[config.mk]
export PLATFORM = sky130hd
export DESIGN_NAME = uart_rx_engine_flat
export DESIGN_NICKNAME = d
export VERILOG_FILES = /design/src/rtl/uart_rx_engine_if.sv /design/src/rtl/uart_rx_engine.sv /design/src/flat_wrapper.sv
export SDC_FILE = /design/constraint.sdc
export NUM_CORES = 1
export LEC_CHECK = 0
export CAP_MARGIN = 10
export CORE_UTILIZATION = 45
export CTS_BUF_LIST = sky130_fd_sc_hd__clkbuf_4
export CTS_CLUSTER_DIAMETER = 60
export DETAILED_ROUTE_END_ITERATION = 12
export HOLD_SLACK_MARGIN = 0.15
export SLEW_MARGIN = 0
export SYNTH_ARGS = -nofsm -noshare
export SYNTH_HDL_FRONTEND = slang
export SYNTH_SLANG_ARGS = --single-unit
export TNS_END_PERCENT = 50
[constraint.sdc]
create_clock -name sampling_clk -period 3.3 [get_ports sampling_clk]
set_clock_uncertainty 0.2 [all_clocks]
set_input_delay 0.99 -clock sampling_clk [delete_from_list [all_inputs] [get_ports sampling_clk]]
set_output_delay 0.99 -clock sampling_clk [all_outputs]
set_load 0.005 [all_outputs]
[src/rtl/uart_rx_engine_if.sv]
`default_nettype none
// ============================================================================
// uart_rx_engine_if : serial pin, frame options and RX FIFO read port
// Revision 1.0
// ============================================================================
interface uart_rx_engine_if #(
    parameter int DATA_BITS  = 8,
    parameter int FIFO_DEPTH = 4
);
    logic                              uart_rx;
    logic [1:0]                        parity_mode;
    logic                              two_stop;
    logic                              rd_en;
    logic                              clear_overrun;
    logic [DATA_BITS-1:0]              rd_data;
    logic                              rd_parity_err;
    logic                              rd_frame_err;
    logic                              rd_break;
    logic                              rd_empty;
    logic [$clog2(FIFO_DEPTH+1)-1:0]   count;
    logic                              overrun;
    logic                              frame_pulse;
    logic                              rx_busy;

    modport master (
        output uart_rx, parity_mode, two_stop, rd_en, clear_overrun,
        input  rd_data, rd_parity_err, rd_frame_err, rd_break, rd_empty,
               count, overrun, frame_pulse, rx_busy
    );

    modport slave (
        input  uart_rx, parity_mode, two_stop, rd_en, clear_overrun,
        output rd_data, rd_parity_err, rd_frame_err, rd_break, rd_empty,
               count, overrun, frame_pulse, rx_busy
    );
endinterface
`default_nettype wire

[src/rtl/uart_rx_engine.sv]
`default_nettype none
// ============================================================================
// uart_rx_engine : oversampled UART receiver with error tagging and RX FIFO
// Revision 1.0
// ============================================================================
module uart_rx_engine #(
    parameter int OVER_SAMPLING = 16,
    parameter int DATA_BITS     = 8,
    parameter int FIFO_DEPTH    = 4
) (
    input  logic                  sampling_clk,
    input  logic                  rst,
    uart_rx_engine_if.slave       bus_io
);
    localparam int KW = $clog2(OVER_SAMPLING);
    localparam int CW = $clog2(OVER_SAMPLING / 2);
    localparam int IW = $clog2(DATA_BITS);
    localparam int PW = $clog2(FIFO_DEPTH);
    localparam int NW = $clog2(FIFO_DEPTH + 1);
    localparam int EW = DATA_BITS + 3;

    localparam logic [KW-1:0] K_LAST    = KW'(OVER_SAMPLING - 1);
    localparam logic [KW-1:0] K_WIN_LO  = KW'(OVER_SAMPLING / 4);
    localparam logic [KW-1:0] K_WIN_HI  = KW'(OVER_SAMPLING / 4 + OVER_SAMPLING / 2 - 2);
    localparam logic [KW-1:0] K_RESOLVE = KW'(OVER_SAMPLING / 4 + OVER_SAMPLING / 2 - 1);
    localparam logic [CW-1:0] C_THRESH  = CW'(OVER_SAMPLING / 4);
    localparam logic [IW-1:0] I_LAST    = IW'(DATA_BITS - 1);
    localparam logic [NW-1:0] N_FULL    = NW'(FIFO_DEPTH);

    typedef enum logic [2:0] {
        S_IDLE      = 3'd0,
        S_START     = 3'd1,
        S_DATA      = 3'd2,
        S_PARITY    = 3'd3,
        S_STOP1     = 3'd4,
        S_STOP2     = 3'd5,
        S_WAIT_HIGH = 3'd6
    } state_t;

    state_t                 state_q;
    logic                   sync1_q, sync2_q, prev_q;
    logic [KW-1:0]          k_q;
    logic [CW-1:0]          cnt_q;
    logic                   bit_q;
    logic [IW-1:0]          bit_idx_q;
    logic [DATA_BITS-1:0]   data_q;
    logic                   par_en_q, odd_q, two_stop_q;
    logic                   par_err_q, frame_err_q, zero_q;
    logic                   busy_q;

    logic                   w_sym_end;
    logic                   w_finish;
    logic [EW-1:0]          w_push_word;

    assign w_sym_end   = (k_q == K_LAST);
    assign w_finish    = w_sym_end && (((state_q == S_STOP1) && !two_stop_q) || (state_q == S_STOP2));
    // Entry fields include the stop bit being resolved in the finishing cycle.
    assign w_push_word = {zero_q & ~bit_q, frame_err_q | ~bit_q, par_err_q, data_q};

    always_ff @(posedge sampling_clk or posedge rst) begin
        if (rst) begin
            sync1_q     <= 1'b1;
            sync2_q     <= 1'b1;
            prev_q      <= 1'b1;
            state_q     <= S_IDLE;
            busy_q      <= 1'b0;
            k_q         <= '0;
            cnt_q       <= '0;
            bit_q       <= 1'b1;
            bit_idx_q   <= '0;
            data_q      <= '0;
            par_en_q    <= 1'b0;
            odd_q       <= 1'b0;
            two_stop_q  <= 1'b0;
            par_err_q   <= 1'b0;
            frame_err_q <= 1'b0;
            zero_q      <= 1'b0;
        end else begin
            sync1_q <= bus_io.uart_rx;
            sync2_q <= sync1_q;
            prev_q  <= sync2_q;

            if (state_q != S_IDLE && state_q != S_WAIT_HIGH) begin
                k_q <= w_sym_end ? '0 : k_q + KW'(1);
                if (w_sym_end)
                    cnt_q <= '0;
                else if (k_q >= K_WIN_LO && k_q <= K_WIN_HI)
                    cnt_q <= cnt_q + CW'(sync2_q);
                if (k_q == K_RESOLVE)
                    bit_q <= (cnt_q >= C_THRESH);
            end

            case (state_q)
                S_IDLE: begin
                    if (prev_q && !sync2_q) begin
                        state_q     <= S_START;
                        busy_q      <= 1'b1;
                        k_q         <= '0;
                        cnt_q       <= '0;
                        bit_idx_q   <= '0;
                        par_en_q    <= (bus_io.parity_mode == 2'b01) || (bus_io.parity_mode == 2'b10);
                        odd_q       <= (bus_io.parity_mode == 2'b10);
                        two_stop_q  <= bus_io.two_stop;
                        par_err_q   <= 1'b0;
                        frame_err_q <= 1'b0;
                        zero_q      <= 1'b1;
                    end
                end
                S_START: begin
                    if (w_sym_end) begin
                        state_q <= bit_q ? S_IDLE : S_DATA;
                        busy_q  <= ~bit_q;
                    end
                end
                S_DATA: begin
                    if (w_sym_end) begin
                        data_q    <= {bit_q, data_q[DATA_BITS-1:1]};
                        zero_q    <= zero_q & ~bit_q;
                        bit_idx_q <= bit_idx_q + IW'(1);
                        if (bit_idx_q == I_LAST)
                            state_q <= par_en_q ? S_PARITY : S_STOP1;
                    end
                end
                S_PARITY: begin
                    if (w_sym_end) begin
                        par_err_q <= ((^data_q) ^ bit_q) != odd_q;
                        zero_q    <= zero_q & ~bit_q;
                        state_q   <= S_STOP1;
                    end
                end
                S_STOP1, S_STOP2: begin
                    if (w_sym_end) begin
                        frame_err_q <= frame_err_q | ~bit_q;
                        zero_q      <= zero_q & ~bit_q;
                        if (w_finish) begin
                            // A low final stop bit means the line may still be in break.
                            state_q <= bit_q ? S_IDLE : S_WAIT_HIGH;
                            busy_q  <= ~bit_q;
                        end else begin
                            state_q <= S_STOP2;
                        end
                    end
                end
                S_WAIT_HIGH: begin
                    if (sync2_q) begin
                        state_q <= S_IDLE;
                        busy_q  <= 1'b0;
                    end
                end
                default: begin
                    state_q <= S_IDLE;
                    busy_q  <= 1'b0;
                end
            endcase
        end
    end

    logic [EW-1:0]  mem_q [FIFO_DEPTH];
    logic [PW-1:0]  wr_ptr_q, rd_ptr_q;
    logic [NW-1:0]  count_q;
    logic           overrun_q, pulse_q;
    logic           w_empty, w_full, w_pop, w_wr, w_drop;
    logic [EW-1:0]  w_head;

    assign w_empty = (count_q == '0);
    assign w_full  = (count_q == N_FULL);
    assign w_pop   = bus_io.rd_en && !w_empty;
    // When full, a simultaneous pop frees the slot the push lands in.
    assign w_wr    = w_finish && (!w_full || w_pop);
    assign w_drop  = w_finish && w_full && !w_pop;
    assign w_head  = mem_q[rd_ptr_q];

    always_ff @(posedge sampling_clk or posedge rst) begin
        if (rst) begin
            wr_ptr_q  <= '0;
            rd_ptr_q  <= '0;
            count_q   <= '0;
            overrun_q <= 1'b0;
            pulse_q   <= 1'b0;
        end else begin
            if (w_wr)
                wr_ptr_q <= wr_ptr_q + PW'(1);
            if (w_pop)
                rd_ptr_q <= rd_ptr_q + PW'(1);
            case ({w_wr, w_pop})
                2'b10:   count_q <= count_q + NW'(1);
                2'b01:   count_q <= count_q - NW'(1);
                default: count_q <= count_q;
            endcase
            if (w_drop)
                overrun_q <= 1'b1;
            else if (bus_io.clear_overrun)
                overrun_q <= 1'b0;
            pulse_q <= w_wr;
        end
    end

    always_ff @(posedge sampling_clk) begin
        if (w_wr)
            mem_q[wr_ptr_q] <= w_push_word;
    end

    assign bus_io.rd_data       = w_empty ? '0 : w_head[DATA_BITS-1:0];
    assign bus_io.rd_parity_err = !w_empty && w_head[DATA_BITS];
    assign bus_io.rd_frame_err  = !w_empty && w_head[DATA_BITS+1];
    assign bus_io.rd_break      = !w_empty && w_head[DATA_BITS+2];
    assign bus_io.rd_empty      = w_empty;
    assign bus_io.count         = count_q;
    assign bus_io.overrun       = overrun_q;
    assign bus_io.frame_pulse   = pulse_q;
    assign bus_io.rx_busy       = busy_q;
endmodule
`default_nettype wire

[src/flat_wrapper.sv]
// flat-port wrapper written by rule: the top's interface ports become plain ports
module uart_rx_engine_flat 
#(
    parameter int OVER_SAMPLING = 16,
    parameter int DATA_BITS     = 8,
    parameter int FIFO_DEPTH    = 4
)
  (sampling_clk, rst, bus_io_uart_rx, bus_io_parity_mode, bus_io_two_stop, bus_io_rd_en, bus_io_clear_overrun, bus_io_rd_data, bus_io_rd_parity_err, bus_io_rd_frame_err, bus_io_rd_break, bus_io_rd_empty, bus_io_count, bus_io_overrun, bus_io_frame_pulse, bus_io_rx_busy);
  uart_rx_engine_if #(.DATA_BITS(DATA_BITS), .FIFO_DEPTH(FIFO_DEPTH)) bus_io_i ();
  input  logic sampling_clk;
  input  logic rst;
  input wire logic [$bits(bus_io_i.uart_rx)-1:0] bus_io_uart_rx;
  input wire logic [$bits(bus_io_i.parity_mode)-1:0] bus_io_parity_mode;
  input wire logic [$bits(bus_io_i.two_stop)-1:0] bus_io_two_stop;
  input wire logic [$bits(bus_io_i.rd_en)-1:0] bus_io_rd_en;
  input wire logic [$bits(bus_io_i.clear_overrun)-1:0] bus_io_clear_overrun;
  output wire logic [$bits(bus_io_i.rd_data)-1:0] bus_io_rd_data;
  output wire logic [$bits(bus_io_i.rd_parity_err)-1:0] bus_io_rd_parity_err;
  output wire logic [$bits(bus_io_i.rd_frame_err)-1:0] bus_io_rd_frame_err;
  output wire logic [$bits(bus_io_i.rd_break)-1:0] bus_io_rd_break;
  output wire logic [$bits(bus_io_i.rd_empty)-1:0] bus_io_rd_empty;
  output wire logic [$bits(bus_io_i.count)-1:0] bus_io_count;
  output wire logic [$bits(bus_io_i.overrun)-1:0] bus_io_overrun;
  output wire logic [$bits(bus_io_i.frame_pulse)-1:0] bus_io_frame_pulse;
  output wire logic [$bits(bus_io_i.rx_busy)-1:0] bus_io_rx_busy;
  assign bus_io_i.uart_rx = bus_io_uart_rx;
  assign bus_io_i.parity_mode = bus_io_parity_mode;
  assign bus_io_i.two_stop = bus_io_two_stop;
  assign bus_io_i.rd_en = bus_io_rd_en;
  assign bus_io_i.clear_overrun = bus_io_clear_overrun;
  assign bus_io_rd_data = bus_io_i.rd_data;
  assign bus_io_rd_parity_err = bus_io_i.rd_parity_err;
  assign bus_io_rd_frame_err = bus_io_i.rd_frame_err;
  assign bus_io_rd_break = bus_io_i.rd_break;
  assign bus_io_rd_empty = bus_io_i.rd_empty;
  assign bus_io_count = bus_io_i.count;
  assign bus_io_overrun = bus_io_i.overrun;
  assign bus_io_frame_pulse = bus_io_i.frame_pulse;
  assign bus_io_rx_busy = bus_io_i.rx_busy;
  uart_rx_engine #(.OVER_SAMPLING(OVER_SAMPLING), .DATA_BITS(DATA_BITS), .FIFO_DEPTH(FIFO_DEPTH)) u_core (.sampling_clk(sampling_clk), .rst(rst), .bus_io(bus_io_i));
endmodule
* Word-level counts from Yosys, hierarchy flattened *
Memory sizes are Yosys's and may differ from the RTL's.
Cells that the tools add are included.

word-level totals
  register bits = 41
  RAM bits = 44
  bits of input ports = 8
  logic and storage cells = 147
  memories = 1

cells by class
  add/subtract/negate cells = 7
  magnitude comparators = 3
  equality and inequality tests = 25
  muxes and demuxes = 43
  bitwise operators = 5
  reduce and logical (&&, ||, !) cells = 42

memory list
  name          depth  bits a word  read ports  clocked after Yosys merged registers in  write ports  RTL line               RTL
  u_core.mem_q  4      11           1           0                                        1            uart_rx_engine.sv:158  logic [EW-1:0] mem_q [FIFO_DEPTH];

operator list
  operator                                                                 count
  3-bit two-way mux                                                        17
  2-bit by 1-bit inequality test with 1-bit output, second input constant  9
  3-bit one-hot mux with 6 select lines                                    1
  4-bit two-way mux                                                        4
  3-bit == test, second input constant                                     5
  1-bit two-way mux                                                        13
  1-bit logical AND                                                        12
  3-bit one-hot mux with 2 select lines                                    2
  3-bit AND reduction                                                      4
  2-bit nonzero test                                                       6
  4-bit == test, second input constant                                     2
  8-bit two-way mux                                                        1
  8-bit XOR reduction                                                      1
  7-bit AND reduction                                                      1
  3-bit by 1-bit adder with 3-bit output, second input constant            2
  3-bit by 2-bit == test with 1-bit output, second input constant          2
  3-bit zero test                                                          2
  1-bit one-hot mux with 2 select lines                                    3
  2-bit AND reduction                                                      3
  6-bit AND reduction                                                      1
  1-bit zero test                                                          5
  1-bit one-hot mux with 5 select lines                                    1
  2-bit by 1-bit adder with 2-bit output, second input constant            2
  4-bit by 1-bit adder with 4-bit output, second input constant            1
  19 further kinds                                                         25

* Longest topological paths before layout *
  word-level depth = 7
  depth in mapped cells = 8

* Least setup slack after synthesis *
OpenSTA, ideal clock, no wires.

  kind = register -> output
  start = register u_core.rd_ptr_q[0]
  end = output port bus_io_rd_data[0]
  arrival time = 1.374 ns
  required time = 2.110 ns
  slack = 0.736 ns
  cell stages (with the launch flop) = 4
  cells stage by stage = dfrtp_1 > buf_2 > mux4_2 > nor2b_1

between the ends
  word-level cells in the longest chain between the ends = 2

ends and longest elaborated chain
  element                   RTL line               RTL
  start: declaration        uart_rx_engine.sv:159  logic [PW-1:0] wr_ptr_q, rd_ptr_q;
  start signal: assignment  uart_rx_engine.sv:184  rd_ptr_q <= rd_ptr_q + PW'(1);
  memory 4 x 11 bit         -
  8-bit two-way mux         uart_rx_engine.sv:203  assign bus_io.rd_data = w_empty ? '0 : w_head[DATA_BITS-1:0];
  end: declaration          flat_wrapper.sv:17     output wire logic [$bits(bus_io_i.rd_data)-1:0] bus_io_rd_data;

Every way passes these cells.

* Final worst setup path *
  start = register u_core.rd_ptr_q[0]
  end = output port bus_io_rd_data[5]

The elaborated chain is that of the path after synthesis.

==> summary.md <==
| Metric | Value |
|---|---|
| DRT antenna net count | 0 |
| # diodes | 0 |
| HP Class | register to register |
| Gpl congestion | approximately 0.73 |
| Rel. slew slack | 57.8% |
| Die Span Y | 95.3 µm |
| Util after Layout | about 54% |
| Crit path capture type | output pin |
| Critical path peak fanout | 10 |
| Chip width | 95.3 µm |
| Synth Register Bits | 85 |
| RSZ-0062 raised after global routing | false |
| Final WL | 7030 µm |
| TritonCTS Sinks | 85 |
| Die area | 0.00909 mm² |
| Crit path launch type | register |
| Finish-stage setup viols | 0 |
| CTS Buffer Depth | 2 |
| Sequential fraction of the synthesis area | 60.0% |
| Vias per cell | approximately 5.5 |
| Syn_area_per_cell | 13.7 µm² |
| Detailed Route Iter0 Violations | 112 |
| Vias in the first global route | approximately 2400 |
| Ys Warns | 0 |
| CP arrival | 1.99 ns |
| Clock-pin slew on the worst setup and hold paths | 0.14 ns |
| Ports | 26 |
| WL/cell | about 16 µm |
| CTS tree | built |
| Cts bufs inserted | 9 |
| Clock latency on the worst-skew pair | 0.42 ns |
| DP HPWL | 4750 µm |
| Share of layout cells above drive strength 1 | ~20% |
| Max frequency | around 0.31 GHz |
| Total congestion overflow | 0 |
| P_leak | 0.00188 µW |
| DR vias | 2387 |
| Total GRT Usage | 17.5% |
| Fin crit period | 3.18 ns |
| Synthesized net count | 306 |
| Ys flop type | edfxtp_1 |
| Maximum vdd drop | 0.000408 V |
| Syn-to-layout area delta | 15.1% |
| CP required | 2.11 ns |
| Max-cap violation count | 0 |
| # fillers | a little over 700 |
| Pwr Density | slightly above 700 mW/mm² |
| Initial antenna violation count | 0 |
| Syn Inst Count | 287 |
| Post-Route Setup TNS | 0 ns |
| Slew Viols, Final | 0 |
| Number of flops mapped to enable cells by yosys | 44 |
| Cell row count | 33 |
| Core area | about 0.0083 mm² |
| Fin nets | 343 |
| Status | complete, no violations |
| H-tree levels | 3 |
| Root Driver | clkbuf_4 |
| Final hold vios | 0 |
| Async set-reset flop share out of synthesis | 48.2% |
| DRT Pass-1 Iters | 4 |
| Largest net degree at the start of global routing | 42 |
| Initial Util | between 40% and 50% |
| Post-synth cell types | between 50 and 60 |
| Worst Tran Pin Value | about 0.63 ns |
| First-pass GRT wire length | 11800 µm |
| Setup CP Type | register to output pin |
| DRC Markers | 0 |
| Mapped Area | 0.00392 mm² |
| Period Utilization, post-route | 96.3% |
| I/O Buffers | 25 |
==> where the power goes <==
group | internal [µW] | total, µW | switching, µW | leakage [µW]
logic | 687 | 1250 | 562 | 0.000857
clock network | 165 | 542 | 377 | 0.0000689
registers | 1250 | 1430 | 185 | 0.000952
==> critical path, cell delays in order, from the launching register on <==
cell and delay (ns):
dfrtp_2 0.41, buf_12 0.15, buf_4 0.12, mux4_2 0.49, nor2b_1 0.14, dlygate4sd2_1 0.26
==> cell families after synthesis <==
family / synth area share (%)
AND/OR/NAND/NOR: 10.9
buffers and inverters: 2.62
flip-flops: 60.0
adder cells (fa/ha/maj): 3.70
multiplexers: 10.9
AO/OA/AOI/OAI: 8.27
XOR/XNOR: 3.67
==> per-layer routing <==
layer  vias up  global-route usage, %  routed length [µm]
met5         -                      0                   0
met4         0                   8.08                 108
met3         9                   3.27                 202
met2        47                   27.1                3330
met1      1185                   23.8                3390
li1       1146                      -                   -
==> worst paths after layout <==
check | from | to | slack, ns | cells past startpoint
max | u_core.rd_ptr_q[0]$_DFFE_PP0N_ | bus_io_rd_data[5] | 0.12 | 5
min | u_core.sync1_q$_DFF_PP1_ | u_core.sync2_q$_DFF_PP1_ | 0.17 | 0
max reg2reg | u_core.k_q[0]$_DFF_PP0_ | u_core.bus_io.count[2]$_DFFE_PP0P_ | 0.42 | 9
min reg2reg | u_core.sync1_q$_DFF_PP1_ | u_core.sync2_q$_DFF_PP1_ | 0.17 | 0
max in group asynchronous | rst | u_core.rd_ptr_q[0]$_DFFE_PP0N_ | 1.72 | 3
min in group asynchronous | rst | u_core.bit_idx_q[0]$_DFFE_PP0P_ | 0.78 | 3
==> cell usage after synthesis (7+ instances only) <==
cell type  instances  area [µm²]
a21oi_1            8        40.0
buf_2              7        35.0
dfrtp_1           37         926
edfxtp_1          44        1320
ha_1              10         125
inv_1             11        41.3
mux2_2            15         169
mux4_2            11         248
nand2_1           12        45.0
nand3_1           15        75.1
nor2_1             8        30.0
nor2b_1           16         100
o21ai_0           14        70.1
xnor2_1           10        87.6
==> state kept, by name, summed over array words and instances (netlist names), 2 cells and up <==
signal	cells
u_core.state_q	3
u_core.bus_io.count	3
u_core.wr_ptr_q	2
u_core.rd_ptr_q	2
u_core.cnt_q	3
u_core.k_q	4
u_core.bit_idx_q	3
u_core.data_q	8
u_core.mem_q	44
==> metrics by stage <==
| step | total power [µW] | area, µm² | cells | worst slack [ns] | hold slack (ns) |
|---|---|---|---|---|---|
| after CTS | 3270 | 4470 | 432 | 0.000851 | 0.168 |
| after floorplan | 2250 | 3920 | 287 | 0.736 | 0.145 |
| after global placement | 2700 | 4340 | 415 | 0.238 | 0.147 |
| after detailed placement | 2720 | 4340 | 415 | 0.200 | 0.148 |
| final | 3220 | 4510 | 434 | 0.123 | 0.167 |
| after global routing | 3460 | 4510 | 434 | 0.00396 | 0.169 |
==> timing repair <==
item	4_1_cts	5_1_grt
gates resized for setup	4	9
setup buffers	1	2
setup endpoints to repair	10	9
endpoints found under the hold margin	0	0
pin swaps	0	0
hold buffers	0	0
==> final cells by class <==
cell class / instances / area [µm²] / share of cell area (%)
Sequential cell: 85 / 2350 / 52.2
Tap cell: 105 / 131 / 2.91
Multi-Input combinational cell: 177 / 1470 / 32.5
Inverter: 11 / 41.3 / 0.915
Clock buffer: 9 / 67.6 / 1.50
Clock inverter: 7 / 56.3 / 1.25
Timing Repair Buffer: 40 / 395 / 8.76
==> placed cells by master (no fill, tap or decap), types with 2 or more instances in the layout <==
master,n
nand2b_1,6
inv_6,3
clkbuf_4,9
dlygate4sd2_1,2
clkinv_4,3
nor3_1,5
xor2_1,2
dlymetal6s2s_1,9
clkinv_1,2
dfstp_2,4
dfrtp_2,2
xnor2_1,10
nor2_1,8
edfxtp_1,44
o21ai_0,14
o32ai_1,2
nand4_1,3
a21oi_1,8
buf_4,14
and2_1,4
ha_1,10
clkdlybuf4s50_1,14
o211ai_1,4
nor4_1,2
nand3_1,15
mux2_2,15
nand2_1,12
o31ai_1,4
inv_1,10
mux4_2,11
nor2b_1,16
dfrtp_1,35
No activity file was read; power rests on OpenSTA's default activity.
